===== src/rtl/demosaic_pkg.sv =====
// Shared types for the demosaic path: CFA colour, window-edge tags, RGBA pixel, sequencer states.
package demosaic_pkg;

  localparam int DEF_IMG_WIDTH  = 40;
  localparam int DEF_IMG_HEIGHT = 30;

  // Encoding equals {x parity, y parity} after the phase flip, so the lookup is a plain cast.
  typedef enum logic [1:0] {
    COLOR_RED        = 2'b00,
    COLOR_GREEN_BLUE = 2'b01,
    COLOR_GREEN_RED  = 2'b10,
    COLOR_BLUE       = 2'b11
  } color_t;

  typedef enum logic [1:0] {
    LAT_LEFT   = 2'd0,
    LAT_CENTER = 2'd1,
    LAT_RIGHT  = 2'd2
  } lateral_t;

  typedef enum logic [1:0] {
    VERT_TOP    = 2'd0,
    VERT_MIDDLE = 2'd1,
    VERT_BOTTOM = 2'd2
  } vertical_t;

  typedef struct packed {
    logic [7:0] r;
    logic [7:0] g;
    logic [7:0] b;
    logic [7:0] a;
  } rgba_t;

  typedef enum logic [1:0] {
    ST_IDLE  = 2'd0,
    ST_RUN   = 2'd1,
    ST_DRAIN = 2'd2
  } seq_state_t;

  function automatic color_t bayer_color(input logic x0, input logic y0, input logic [1:0] phase);
    return color_t'({x0 ^ phase[0], y0 ^ phase[1]});
  endfunction

endpackage


===== src/rtl/raster_counter.sv =====
// Raster x/y position with advance enable and row/column wrap; edge flags are combinational.
// Latency: position updates one cycle after advance; clear wins over advance.
module raster_counter #(
  parameter int WIDTH  = 40,
  parameter int HEIGHT = 30,
  parameter int XW     = $clog2(WIDTH),
  parameter int YW     = $clog2(HEIGHT)
) (
  input  logic          clk,
  input  logic          reset,
  input  logic          clear,
  input  logic          advance,
  output logic [XW-1:0] x,
  output logic [YW-1:0] y,
  output logic          first_col,
  output logic          last_col,
  output logic          first_row,
  output logic          last_row
);

  assign first_col = (x == '0);
  assign last_col  = (x == XW'(WIDTH - 1));
  assign first_row = (y == '0);
  assign last_row  = (y == YW'(HEIGHT - 1));

  always_ff @(posedge clk) begin
    if (!reset || clear) begin
      x <= '0;
      y <= '0;
    end else if (advance) begin
      if (last_col) begin
        x <= '0;
        y <= last_row ? '0 : y + YW'(1);
      end else begin
        x <= x + XW'(1);
      end
    end
  end

endmodule


===== src/rtl/demosaic_sequencer.sv =====
// Walks a Bayer frame issuing centre-pixel reads and tags; write stage trails the read by one cycle.
// Backpressure: a stalled write (wr_en && !wr_ready) blocks the next read so memory data stays put.
module demosaic_sequencer
  import demosaic_pkg::*;
#(
  parameter int IMG_WIDTH  = DEF_IMG_WIDTH,
  parameter int IMG_HEIGHT = DEF_IMG_HEIGHT,
  parameter int ADDR_W     = 11
) (
  input  logic              clk,
  input  logic              reset,
  input  logic              start,
  input  logic              abort,
  input  logic [1:0]        cfg_bayer_phase,
  output logic              rd_en,
  output logic [ADDR_W-1:0] rd_addr,
  output lateral_t          filt_lateral,
  output vertical_t         filt_vertical,
  output color_t            filt_color,
  output logic              wr_en,
  output logic [ADDR_W-1:0] wr_addr,
  input  logic              wr_ready,
  output logic              busy,
  output logic              done
);

  localparam int XW = $clog2(IMG_WIDTH);
  localparam int YW = $clog2(IMG_HEIGHT);

  seq_state_t    state;
  logic [1:0]    phase;
  logic          s1_valid;
  logic          issue;
  logic [XW-1:0] x;
  logic [YW-1:0] y;
  logic          first_col, last_col, first_row, last_row;
  lateral_t      lat_c;
  vertical_t     vert_c;

  raster_counter #(
    .WIDTH  (IMG_WIDTH),
    .HEIGHT (IMG_HEIGHT),
    .XW     (XW),
    .YW     (YW)
  ) u_raster (
    .clk       (clk),
    .reset     (reset),
    .clear     (state == ST_IDLE),
    .advance   (issue),
    .x         (x),
    .y         (y),
    .first_col (first_col),
    .last_col  (last_col),
    .first_row (first_row),
    .last_row  (last_row)
  );

  // A new read may only replace the s1 slot when it is empty or being drained this cycle.
  assign issue   = (state == ST_RUN) && (!s1_valid || wr_ready);
  assign rd_en   = issue;
  assign rd_addr = ADDR_W'(y) * ADDR_W'(IMG_WIDTH) + ADDR_W'(x);
  assign wr_en   = s1_valid;
  assign busy    = (state != ST_IDLE);

  assign lat_c  = first_col ? LAT_LEFT : (last_col ? LAT_RIGHT : LAT_CENTER);
  assign vert_c = first_row ? VERT_TOP : (last_row ? VERT_BOTTOM : VERT_MIDDLE);

  always_ff @(posedge clk) begin
    if (!reset) begin
      state         <= ST_IDLE;
      phase         <= 2'b00;
      s1_valid      <= 1'b0;
      wr_addr       <= '0;
      filt_lateral  <= LAT_CENTER;
      filt_vertical <= VERT_MIDDLE;
      filt_color    <= COLOR_RED;
      done          <= 1'b0;
    end else begin
      done <= 1'b0;
      if (abort) begin
        // Cancels the frame and drops any pending write; in IDLE it just masks start.
        state    <= ST_IDLE;
        s1_valid <= 1'b0;
      end else begin
        case (state)
          ST_IDLE: begin
            if (start) begin
              state <= ST_RUN;
              phase <= cfg_bayer_phase;
            end
          end
          ST_RUN, ST_DRAIN: begin
            if (issue) begin
              s1_valid      <= 1'b1;
              wr_addr       <= rd_addr;
              filt_lateral  <= lat_c;
              filt_vertical <= vert_c;
              filt_color    <= bayer_color(x[0], y[0], phase);
              if (last_col && last_row) begin
                state <= ST_DRAIN;
              end
            end else if (s1_valid && wr_ready) begin
              s1_valid <= 1'b0;
              if (state == ST_DRAIN) begin
                state <= ST_IDLE;
                done  <= 1'b1;
              end
            end
          end
          default: state <= ST_IDLE;
        endcase
      end
    end
  end

endmodule


===== config.mk =====
export PLATFORM = sky130hd
export DESIGN_NAME = demosaic_sequencer
export DESIGN_NICKNAME = d
export VERILOG_FILES = /design/src/rtl/demosaic_pkg.sv /design/src/rtl/raster_counter.sv /design/src/rtl/demosaic_sequencer.sv
export SDC_FILE = /design/constraint.sdc
export NUM_CORES = 1
export LEC_CHECK = 0
export ABC_AREA = 0
export CORE_ASPECT_RATIO = 2
export CORE_UTILIZATION = 55
export DETAILED_ROUTE_END_ITERATION = 10
export PLACE_DENSITY = 0.91
export SYNTH_ARGS = -nofsm -noshare
export SYNTH_HDL_FRONTEND = slang
export SYNTH_SLANG_ARGS = --single-unit

===== constraint.sdc =====
create_clock -name clk -period 4.1 [get_ports clk]
set_input_delay 0.615 -clock clk [delete_from_list [all_inputs] [get_ports clk]]
set_output_delay 0.615 -clock clk [all_outputs]
set_load 0.01 [all_outputs]

==> flow_metrics.env, run 1 <==
export IMPL_outcome="finished with violations"
export IMPL_cts_tree="yes"
export IMPL_hold_depth=2
export IMPL_fin_tns_setup_ps=0
export IMPL_fin_ws_ps=416
export IMPL_clk_pin_slew_worst_paths_ps=70
export IMPL_ys_seq_area_frac=0.352
export IMPL_drive_gt1_frac=0.0677
export IMPL_rr_endpoint="wr_addr[10]"
export IMPL_crit_path_frequent_cell="ha_1"
export IMPL_ys_flop_type="dfxtp_1"
export IMPL_synth_area_top_cells="dfxtp_1 35%, ha_1 12%, nand2_1 6.4%, a21oi_1 4.9%, xnor2_1 3.6%"
export IMPL_critPathLaunchType="flip-flop"
export IMPL_crit_fanout=6
export IMPL_rsz0062_at_grt="false"
export IMPL_slew_headroom=0.634
export IMPL_path_cells="ha_1 > ha_1 > fa_1 > o211ai_1 > or3_1 > o21ai_0 > clkdlybuf4s50_1"
export IMPL_drt_wl_total_mm=4.74
export IMPL_grt_pass1_vias=1752
export IMPL_syn_inst=228
export IMPL_grt_max_degree=21
export IMPL_rrSetupSlack_ps=1640
export IMPL_maxSlewViolCount=0
export IMPL_chipWidth_um=44.0
export IMPL_utilization=0.729
export IMPL_critPathRequiredTime_ps=3480
export IMPL_layout_min_cycle_time_ps=3680
export IMPL_worstSetupEndpointType="output pin"
export IMPL_path_depth=7
export IMPL_cts_made_buffers=5
export IMPL_power_density_nw_per_um2=310
export IMPL_cp_top_family="adder cells"
export IMPL_hold_viol=0
export IMPL_synth_edf_count=0
export IMPL_synth_top_cell_area_share=0.352
export IMPL_critPathMaxStageDelay_ps=570
export IMPL_synth_nets=255
export IMPL_htree_levels=2
export IMPL_root_buffer="clkbuf_8"
export IMPL_grt_antenna_before_repair=0
export IMPL_num_antenna_cells=0
export IMPL_min_from="wr_addr[2]"
export IMPL_vdd_drop_max_mv=0.372
export IMPL_pwr_share_seq=0.439
export IMPL_p_total_uw=763
export IMPL_p_sw_uw=153
export IMPL_cts_repair_resized=0
export IMPL_grt_overflow_total=0
export IMPL_grt_use_total=0.272
export IMPL_io_buffers=38
export IMPL_die_h_um=85.9
export IMPL_finClkSkew_ps=4.82
export IMPL_vias=1749
export IMPL_clkSinkCount=34
export IMPL_ys_types=45
export IMPL_ant_nets=0
export IMPL_worstHoldPathType="reg -> reg"
export IMPL_maxCapViolations=0
export IMPL_clock_path_buffers=2
export IMPL_start_util=0.573
export IMPL_synth_seq_cells=34
export IMPL_grt_pass1_wl_mm=7.60
export IMPL_wl_per_cell_um=15.9
export IMPL_dp_slack_ps=738
export IMPL_hold_path_endpoint="wr_addr[2]"
export IMPL_max_clock_freq_mhz=271
export IMPL_fin_area_um2=2460
export IMPL_worstMarginPinSlew_ps=541
export IMPL_placed_area_um2=2320
export IMPL_cts_setup_buffers=0
export IMPL_swShare=0.201
export IMPL_coreArea_um2=3380
export IMPL_power_leakage_nw=0.977
export IMPL_r2r_start="u_raster.y[1]"
export IMPL_drcViolationCount=1
export IMPL_drt_initial_drc_count=44
export IMPL_nNetsFinal=292
export IMPL_viasPerCell=5.87
export IMPL_fin_crit_sh=0.899
export IMPL_synthArstFlopShare=0
export IMPL_path_class="reg -> out"
export IMPL_first_pass_iters=9
export IMPL_combPwrFrac=0.054
export IMPL_holdBufCountCts=0
export IMPL_syn_to_final_growth_pct=27.3
export IMPL_finalSetupViolCount=0
export IMPL_r2r_cells=7
export IMPL_violations="design-rule violations"
export IMPL_p_clk_frac=0.507
export IMPL_rows=30
export IMPL_synth_avg_cell_area_um2=8.49
export IMPL_pin_count=39
export IMPL_yosysWarnings=0
export IMPL_arrival_ps=3070
export IMPL_routabilityCongestion=0.884
export IMPL_hpwlAfterDp_mm=3.48
export IMPL_synth_top_area_cell="dfxtp_1"
export IMPL_cell_internal_pwr_uw=610
export IMPL_crit_slowest_cell="fa_1"
export IMPL_die_area_um2=3780
export IMPL_cp_buffers_inverters=1
export IMPL_worstSkewPairLatency_ps=290
export IMPL_syn_cell_area_um2=1940
[power groups by stage]
stage	sequential, mW	combinational [mW]	clock [mW]
global route	0.336	0.0446	0.404
global placement	0.343	0.0398	0
detailed placement	0.343	0.0403	0
CTS	0.335	0.0409	0.389
finish	0.335	0.0410	0.387
floorplan	0.343	0.0226	0
[final cells by class]
type / count / area (µm²)
Clock buffer: 6 / 82.6
Clock inverter: 2 / 60.1
Fill cell: 246 / 915
Inverter: 18 / 67.6
Multi-Input combinational cell: 167 / 1140
Sequential cell: 34 / 681
Tap cell: 32 / 40.0
Timing Repair Buffer: 39 / 388
[through the flow]
stage          std cells  hold slack (ps)
6_report             298              454
5_1_grt              298              481
4_1_cts              298              457
3_5_place_dp         290              448
3_3_place_gp         290              443
2_1_floorplan        228              468
[how the worst max path moves through the flow]
| stage | startpoint | to |
|---|---|---|
| floorplan | u_raster.y[1] | rd_addr[10] |
| global placement | u_raster.y[3] | rd_addr[9] |
| detailed placement | u_raster.y[1] | rd_addr[10] |
| CTS | u_raster.y[1] | rd_addr[10] |
| global route | u_raster.y[1] | rd_addr[10] |
| finish | u_raster.y[1] | rd_addr[10] |
[logic make-up after synthesis]
| logic type | synth area share |
|---|---|
| XOR/XNOR | 0.0569 |
| adder cells (fa/ha/maj) | 0.137 |
| multiplexers | 0.0207 |
| AO/OA/AOI/OAI | 0.140 |
| AND/OR/NAND/NOR | 0.233 |
| buffers and inverters | 0.0601 |
| flip-flops | 0.352 |
[synth_stat cells, drive strengths merged, types with 3 or more instances]
cell    number
nor3         4
clkbuf       4
nand2       33
xnor2        8
nand4        3
o21ai        7
nand3       10
and2         3
a211oi       5
a21oi       19
inv         18
mux2i        4
or3          6
ha          18
dfxtp       34
nand2b       4
nor2        13
buf          5
[registers in the layout, summed over array words and instances (netlist names)]
| register | count |
|---|---|
| wr_en | 1 |
| filt_lateral | 2 |
| wr_addr | 11 |
| filt_color | 2 |
| u_raster.x | 6 |
| filt_vertical | 2 |
| u_raster.y | 5 |
| done | 1 |
| phase | 2 |
| state | 2 |
[worst min-delay path, cell delays in order, from the launching register on]
cell and delay, ps:
dfxtp_1 310, nand2_1 50, a21oi_1 50
[layer usage]
layer	vias up	track usage	wire length (µm)	part of all wire
met5	-	0	0	0
met4	0	0.143	178	0.038
met3	16	0.0547	137	0.029
met2	49	0.536	2760	0.58
met1	826	0.236	1670	0.35
li1	858	-	-	-
[cells in the final DEF, fill, tap and decap left out, types with 7 or more instances in the layout]
master,synthesis,layout
nor2_1,13,13
inv_1,18,18
nand2_1,33,33
ha_1,18,18
clkdlybuf4s50_1,0,38
o21ai_0,7,7
nand3_1,10,10
xnor2_1,8,8
dfxtp_1,34,34
a21oi_1,19,19
No activity file was read; power rests on OpenSTA's default activity.
==> run 2, diff against run 1 <==
--- a/config.mk
+++ b/config.mk
@@ -7,9 +7,10 @@
 export LEC_CHECK = 0
 export ABC_AREA = 0
 export CORE_ASPECT_RATIO = 2
-export CORE_UTILIZATION = 55
+export CORE_UTILIZATION = 50
+export CTS_BUF_LIST = sky130_fd_sc_hd__clkbuf_4
 export DETAILED_ROUTE_END_ITERATION = 10
-export PLACE_DENSITY = 0.91
+export PLACE_DENSITY = 0.84
 export SYNTH_ARGS = -nofsm -noshare
 export SYNTH_HDL_FRONTEND = slang
 export SYNTH_SLANG_ARGS = --single-unit
==> run 2 against run 1 <==
Against the previous run: the run now ends clean; worst hold slack better by 5.4 ps; die area is 9.6% higher; sequential power is essentially flat; wire length shrank 6.4%; maximum frequency grew 1.3%; design area fell by 0.81%; largest power group is now sequential cells; register-to-register slack improved by 50 ps; clock power fell by 20%; global-route usage down 2.8 points; non-clock buffer count is the same.
==> flow_metrics.env, run 2 (synthesized netlist as in run 1, its figures left out) <==
export IMPL_fin_crit_sh=0.887
export IMPL_holdBufCountCts=0
export IMPL_routabilityCongestion=0.898
export IMPL_rows=31
export IMPL_crit_path_frequent_cell="ha_1"
export IMPL_swShare=0.212
export IMPL_rsz0062_at_grt="false"
export IMPL_layout_min_cycle_time_ps=3640
export IMPL_nNetsFinal=292
export IMPL_num_antenna_cells=0
export IMPL_chipWidth_um=46.0
export IMPL_dp_cells=307
export IMPL_path_class="reg -> out"
export IMPL_p_clk_frac=0.450
export IMPL_cp_top_family="adder cells"
export IMPL_rrSetupSlack_ps=1690
export IMPL_layout_common_cells="38 x clkdlybuf4s50_1, 34 x dfxtp_1, 33 x nand2_1"
export IMPL_grt_antenna_before_repair=0
export IMPL_pwr_share_seq=0.491
export IMPL_clock_path_buffers=2
export IMPL_maxCapViolations=0
export IMPL_power_leakage_nw=0.958
export IMPL_drcViolationCount=0
export IMPL_grt_max_degree=21
export IMPL_htree_levels=2
export IMPL_cell_internal_pwr_uw=539
export IMPL_final_common_cell="clkdlybuf4s50_1"
export IMPL_finClkSkew_ps=5.62
export IMPL_path_cells="ha_1 > ha_1 > fa_1 > o211ai_1 > or3_1 > o21ai_0 > clkdlybuf4s50_1"
export IMPL_vdd_drop_max_mv=0.231
export IMPL_drt_initial_drc_count=38
export IMPL_hpwlAfterDp_mm=3.47
export IMPL_clk_pin_slew_worst_paths_ps=100
export IMPL_fin_tns_setup_ps=0
export IMPL_drive_gt1_frac=0.0639
export IMPL_power_density_nw_per_um2=280
export IMPL_fin_area_um2=2440
export IMPL_r2r_start="u_raster.y[1]"
export IMPL_top_register="wr_addr"
export IMPL_ant_nets=0
export IMPL_min_from="filt_vertical[1]"
export IMPL_largest_reg_flops=11
export IMPL_vias=1721
export IMPL_r2r_cells=7
export IMPL_worstSetupEndpointType="output pin"
export IMPL_worstSkewPairLatency_ps=340
export IMPL_io_buffers=38
export IMPL_drt_wl_total_mm=4.44
export IMPL_slew_headroom=0.687
export IMPL_max_clock_freq_mhz=275
export IMPL_cts_repair_resized=0
export IMPL_grt_overflow_total=0
export IMPL_wl_per_cell_um=14.1
export IMPL_arrival_ps=3020
export IMPL_rr_endpoint="wr_addr[10]"
export IMPL_combPwrFrac=0.059
export IMPL_grt_pass1_wl_mm=7.50
export IMPL_viasPerCell=5.46
export IMPL_grt_pass1_vias=1712
export IMPL_coreArea_um2=3650
export IMPL_first_pass_iters=6
export IMPL_biggestRegsByFlops="wr_addr (11), u_raster.x (6), u_raster.y (5)"
export IMPL_grt_use_total=0.244
export IMPL_clkSinkCount=34
export IMPL_cts_made_buffers=5
export IMPL_die_area_um2=4140
export IMPL_start_util=0.531
export IMPL_critPathRequiredTime_ps=3480
export IMPL_critPathLaunchType="flip-flop"
export IMPL_root_buffer="clkbuf_4"
export IMPL_syn_to_final_growth_pct=26.2
export IMPL_finalSetupViolCount=0
export IMPL_stdcell_count=315
export IMPL_pin_count=39
export IMPL_hold_viol=0
export IMPL_hold_depth=2
export IMPL_p_total_uw=684
export IMPL_p_sw_uw=145
export IMPL_placed_area_um2=2340
export IMPL_hold_path_endpoint="filt_vertical[1]"
export IMPL_fillers=338
export IMPL_maxSlewViolCount=0
export IMPL_cts_tree="yes"
export IMPL_crit_slowest_cell="fa_1"
export IMPL_die_h_um=90.0
export IMPL_cp_buffers_inverters=1
export IMPL_cts_setup_buffers=0
export IMPL_critPathMaxStageDelay_ps=550
export IMPL_worstHoldPathType="reg -> reg"
export IMPL_worstMarginPinSlew_ps=470
export IMPL_outcome="finished, final reports clean"
export IMPL_crit_fanout=6
export IMPL_whs_ps=459
-- run 2: worst reg2reg max path: cells and delay by family, from the launching register on --
family | cells | cell delay (ps)
AND/OR/NAND/NOR | 2 | 550
AO/OA/AOI/OAI | 2 | 320
adder cells (fa/ha/maj) | 3 | 1040
flip-flops | 1 | 450
-- run 2: power by group through the flow --
stage / logic, mW / registers, mW / clock network (mW)
finish: 0.0407 / 0.335 / 0.308
global route: 0.0443 / 0.336 / 0.327
CTS: 0.0406 / 0.335 / 0.312
detailed placement: 0.0402 / 0.343 / 0
global placement: 0.0397 / 0.343 / 0
floorplan: 0.0226 / 0.343 / 0
-- run 2: layer usage --
layer / up-vias / track usage / wire (µm)
li1: 855 / - / -
met1: 813 / 0.224 / 1580
met2: 38 / 0.452 / 2590
met3: 15 / 0.0462 / 99
met4: 0 / 0.130 / 161
met5: - / 0 / 0
-- run 2: through the flow --
| step | setup slack [ps] | utilization |
|---|---|---|
| CTS | 450 | 0.670 |
| floorplan | 1370 | - |
| detailed placement | 830 | 0.642 |
| finish | 463 | 0.670 |
| global placement | 877 | 0.642 |
| global route | 241 | 0.670 |
-- run 2: how the worst max path moves through the flow --
| stage | from | slack, ps | endpoint | depth (start not counted) |
|---|---|---|---|---|
| 3_3_place_gp | u_raster.y[3] | 880 | rd_addr[9] | 8 |
| 4_1_cts | u_raster.y[1] | 450 | rd_addr[9] | 8 |
| 3_5_place_dp | u_raster.y[3] | 830 | rd_addr[9] | 8 |
| 5_1_grt | u_raster.y[3] | 240 | rd_addr[10] | 7 |
| 2_1_floorplan | u_raster.y[1] | 1370 | rd_addr[10] | 6 |
| 6_report | u_raster.y[1] | 460 | rd_addr[10] | 7 |
-- run 2: cell type report --
type	count	area [µm²]	share of cell area
Clock buffer	5	37.5	0.0154
Clock inverter	3	63.8	0.0261
Inverter	18	67.6	0.0276
Multi-Input combinational cell	167	1140	0.469
Sequential cell	34	681	0.279
Tap cell	49	61.3	0.0251
Timing Repair Buffer	39	388	0.159
==> run 3, diff against run 2 <==
--- a/config.mk
+++ b/config.mk
@@ -9,8 +9,10 @@
 export CORE_ASPECT_RATIO = 2
 export CORE_UTILIZATION = 50
 export CTS_BUF_LIST = sky130_fd_sc_hd__clkbuf_4
+export CTS_CLUSTER_DIAMETER = 80
 export DETAILED_ROUTE_END_ITERATION = 10
 export PLACE_DENSITY = 0.84
+export REMOVE_ABC_BUFFERS = 1
 export SYNTH_ARGS = -nofsm -noshare
 export SYNTH_HDL_FRONTEND = slang
 export SYNTH_SLANG_ARGS = --single-unit
==> run 3 against run 2 <==
Against the previous run: sequential power barely moved; die area did not move; non-clock buffer count did not move; first-iteration DRC count rose by 84%; largest power group unchanged; via count rose by 0.99%; clock power rose by 2%; register-to-register slack barely moved; critical path depth rose by 1; clock skew rose by 4.5 ps; global-route usage rose by 0.25 points; maximum frequency fell by 2.1%.
==> flow_metrics.env, run 3 (synthesized netlist as in run 1, its figures left out) <==
export IMPL_layout_common_cells="38 x clkdlybuf4s50_1, 34 x dfxtp_1, 33 x nand2_1"
export IMPL_num_antenna_cells=0
export IMPL_multiInputGateArea_um2=1140
export IMPL_drcViolationCount=0
export IMPL_finalSetupViolCount=0
export IMPL_finClkSkew_ps=10.1
export IMPL_maxCapViolations=0
export IMPL_fillers=342
export IMPL_die_h_um=90.0
export IMPL_worstSetupEndpointType="output pin"
export IMPL_vdd_drop_max_mv=0.326
export IMPL_rows=31
export IMPL_coreArea_um2=3650
export IMPL_stdcell_count=315
export IMPL_top_register="wr_addr"
export IMPL_seq_area_um2=681
export IMPL_vias=1738
export IMPL_fin_crit_sh=0.906
export IMPL_hpwlAfterDp_mm=3.45
export IMPL_grt_pass1_wl_mm=7.61
export IMPL_power_density_nw_per_um2=282
export IMPL_fin_tns_setup_ps=0
export IMPL_syn_to_final_growth_pct=26.2
export IMPL_drt_initial_drc_count=70
export IMPL_routabilityCongestion=0.934
export IMPL_grt_antenna_before_repair=0
export IMPL_htree_levels=2
export IMPL_utilization=0.670
export IMPL_viasPerCell=5.52
export IMPL_clkSinkCount=34
export IMPL_critPathRequiredTime_ps=3480
export IMPL_pin_count=39
export IMPL_holdBufCountCts=0
export IMPL_layout_min_cycle_time_ps=3710
export IMPL_hold_viol=0
export IMPL_grt_use_total=0.247
export IMPL_start_util=0.531
export IMPL_clock_path_buffers=2
export IMPL_drive_gt1_frac=0.0639
export IMPL_worstMarginPinSlew_ps=501
export IMPL_slew_headroom=0.665
export IMPL_clk_pin_slew_worst_paths_ps=120
export IMPL_maxSlewViolCount=0
export IMPL_wl_per_cell_um=14.5
export IMPL_critPathLaunchType="flip-flop"
export IMPL_arrival_ps=3100
export IMPL_die_area_um2=4140
export IMPL_cts_tree="yes"
export IMPL_crit_fanout=6
export IMPL_io_buffers=38
export IMPL_largest_reg_flops=11
export IMPL_worstHoldPathType="reg -> reg"
export IMPL_worstSkewPairLatency_ps=350
export IMPL_outcome="finished, final reports clean"
export IMPL_root_buffer="clkbuf_4"
export IMPL_chipWidth_um=46.0
export IMPL_dp_cells=307
export IMPL_cts_made_buffers=5
export IMPL_biggestRegsByFlops="wr_addr (11), u_raster.x (6), u_raster.y (5)"
export IMPL_cts_repair_resized=0
export IMPL_drt_wl_total_mm=4.58
export IMPL_p_total_uw=689
export IMPL_final_common_cell="clkdlybuf4s50_1"
export IMPL_rsz0062_at_grt="false"
export IMPL_grt_overflow_total=0
export IMPL_ant_nets=0
export IMPL_grt_pass1_vias=1733
export IMPL_nNetsFinal=292
export IMPL_max_clock_freq_mhz=269
export IMPL_power_leakage_nw=0.958
export IMPL_grt_max_degree=21
export IMPL_path_class="reg -> out"
export IMPL_cts_setup_buffers=0
export IMPL_first_pass_iters=4
-- run 3: final cells by class --
class	instances	share of cell area
Clock inverter	3	0.0261
Multi-Input combinational cell	167	0.469
Clock buffer	5	0.0154
Timing Repair Buffer	39	0.159
Sequential cell	34	0.279
Inverter	18	0.0276
Tap cell	49	0.0251
-- run 3: final timing paths --
path                  from     endpoint  slack (ps)  depth (start not counted)
min reg2reg     wr_addr[5]   wr_addr[5]         460                          2
min             wr_addr[5]   wr_addr[5]         460                          2
max          u_raster.y[1]   rd_addr[9]         390                          8
max reg2reg  u_raster.y[1]  wr_addr[10]        1700                          7
-- run 3: routing by layer --
metal / track usage / vias to the layer above / share of wire
met1: 0.239 / 827 / 0.36
met5: 0 / - / 0
met2: 0.451 / 39 / 0.58
li1: - / 861 / -
met3: 0.0321 / 11 / 0.027
met4: 0.137 / 0 / 0.031
-- run 3: where the power goes --
part | total, mW | switching (mW) | internal, mW
Combinational | 0.0407 | 0.0229 | 0.0178
Sequential | 0.335 | 0.00229 | 0.333
Clock | 0.313 | 0.126 | 0.188
Total | 0.689 | 0.151 | 0.539
-- run 3: through the flow --
stage	instance area, µm²	setup slack, ps	hold WS [ps]
finish	2440	385	460
global route	2440	230	486
CTS	2440	376	464
detailed placement	2340	755	448
global placement	2340	899	443
floorplan	1890	1290	468
-- run 3: critical path: stages (launching register included) --
cell             delay, ps
dfxtp_1                450
ha_1                   270
ha_1                   230
fa_1                   550
nand2_1                 70
a211oi_1               290
xnor3_1                300
inv_1                   70
clkdlybuf4s50_1        520
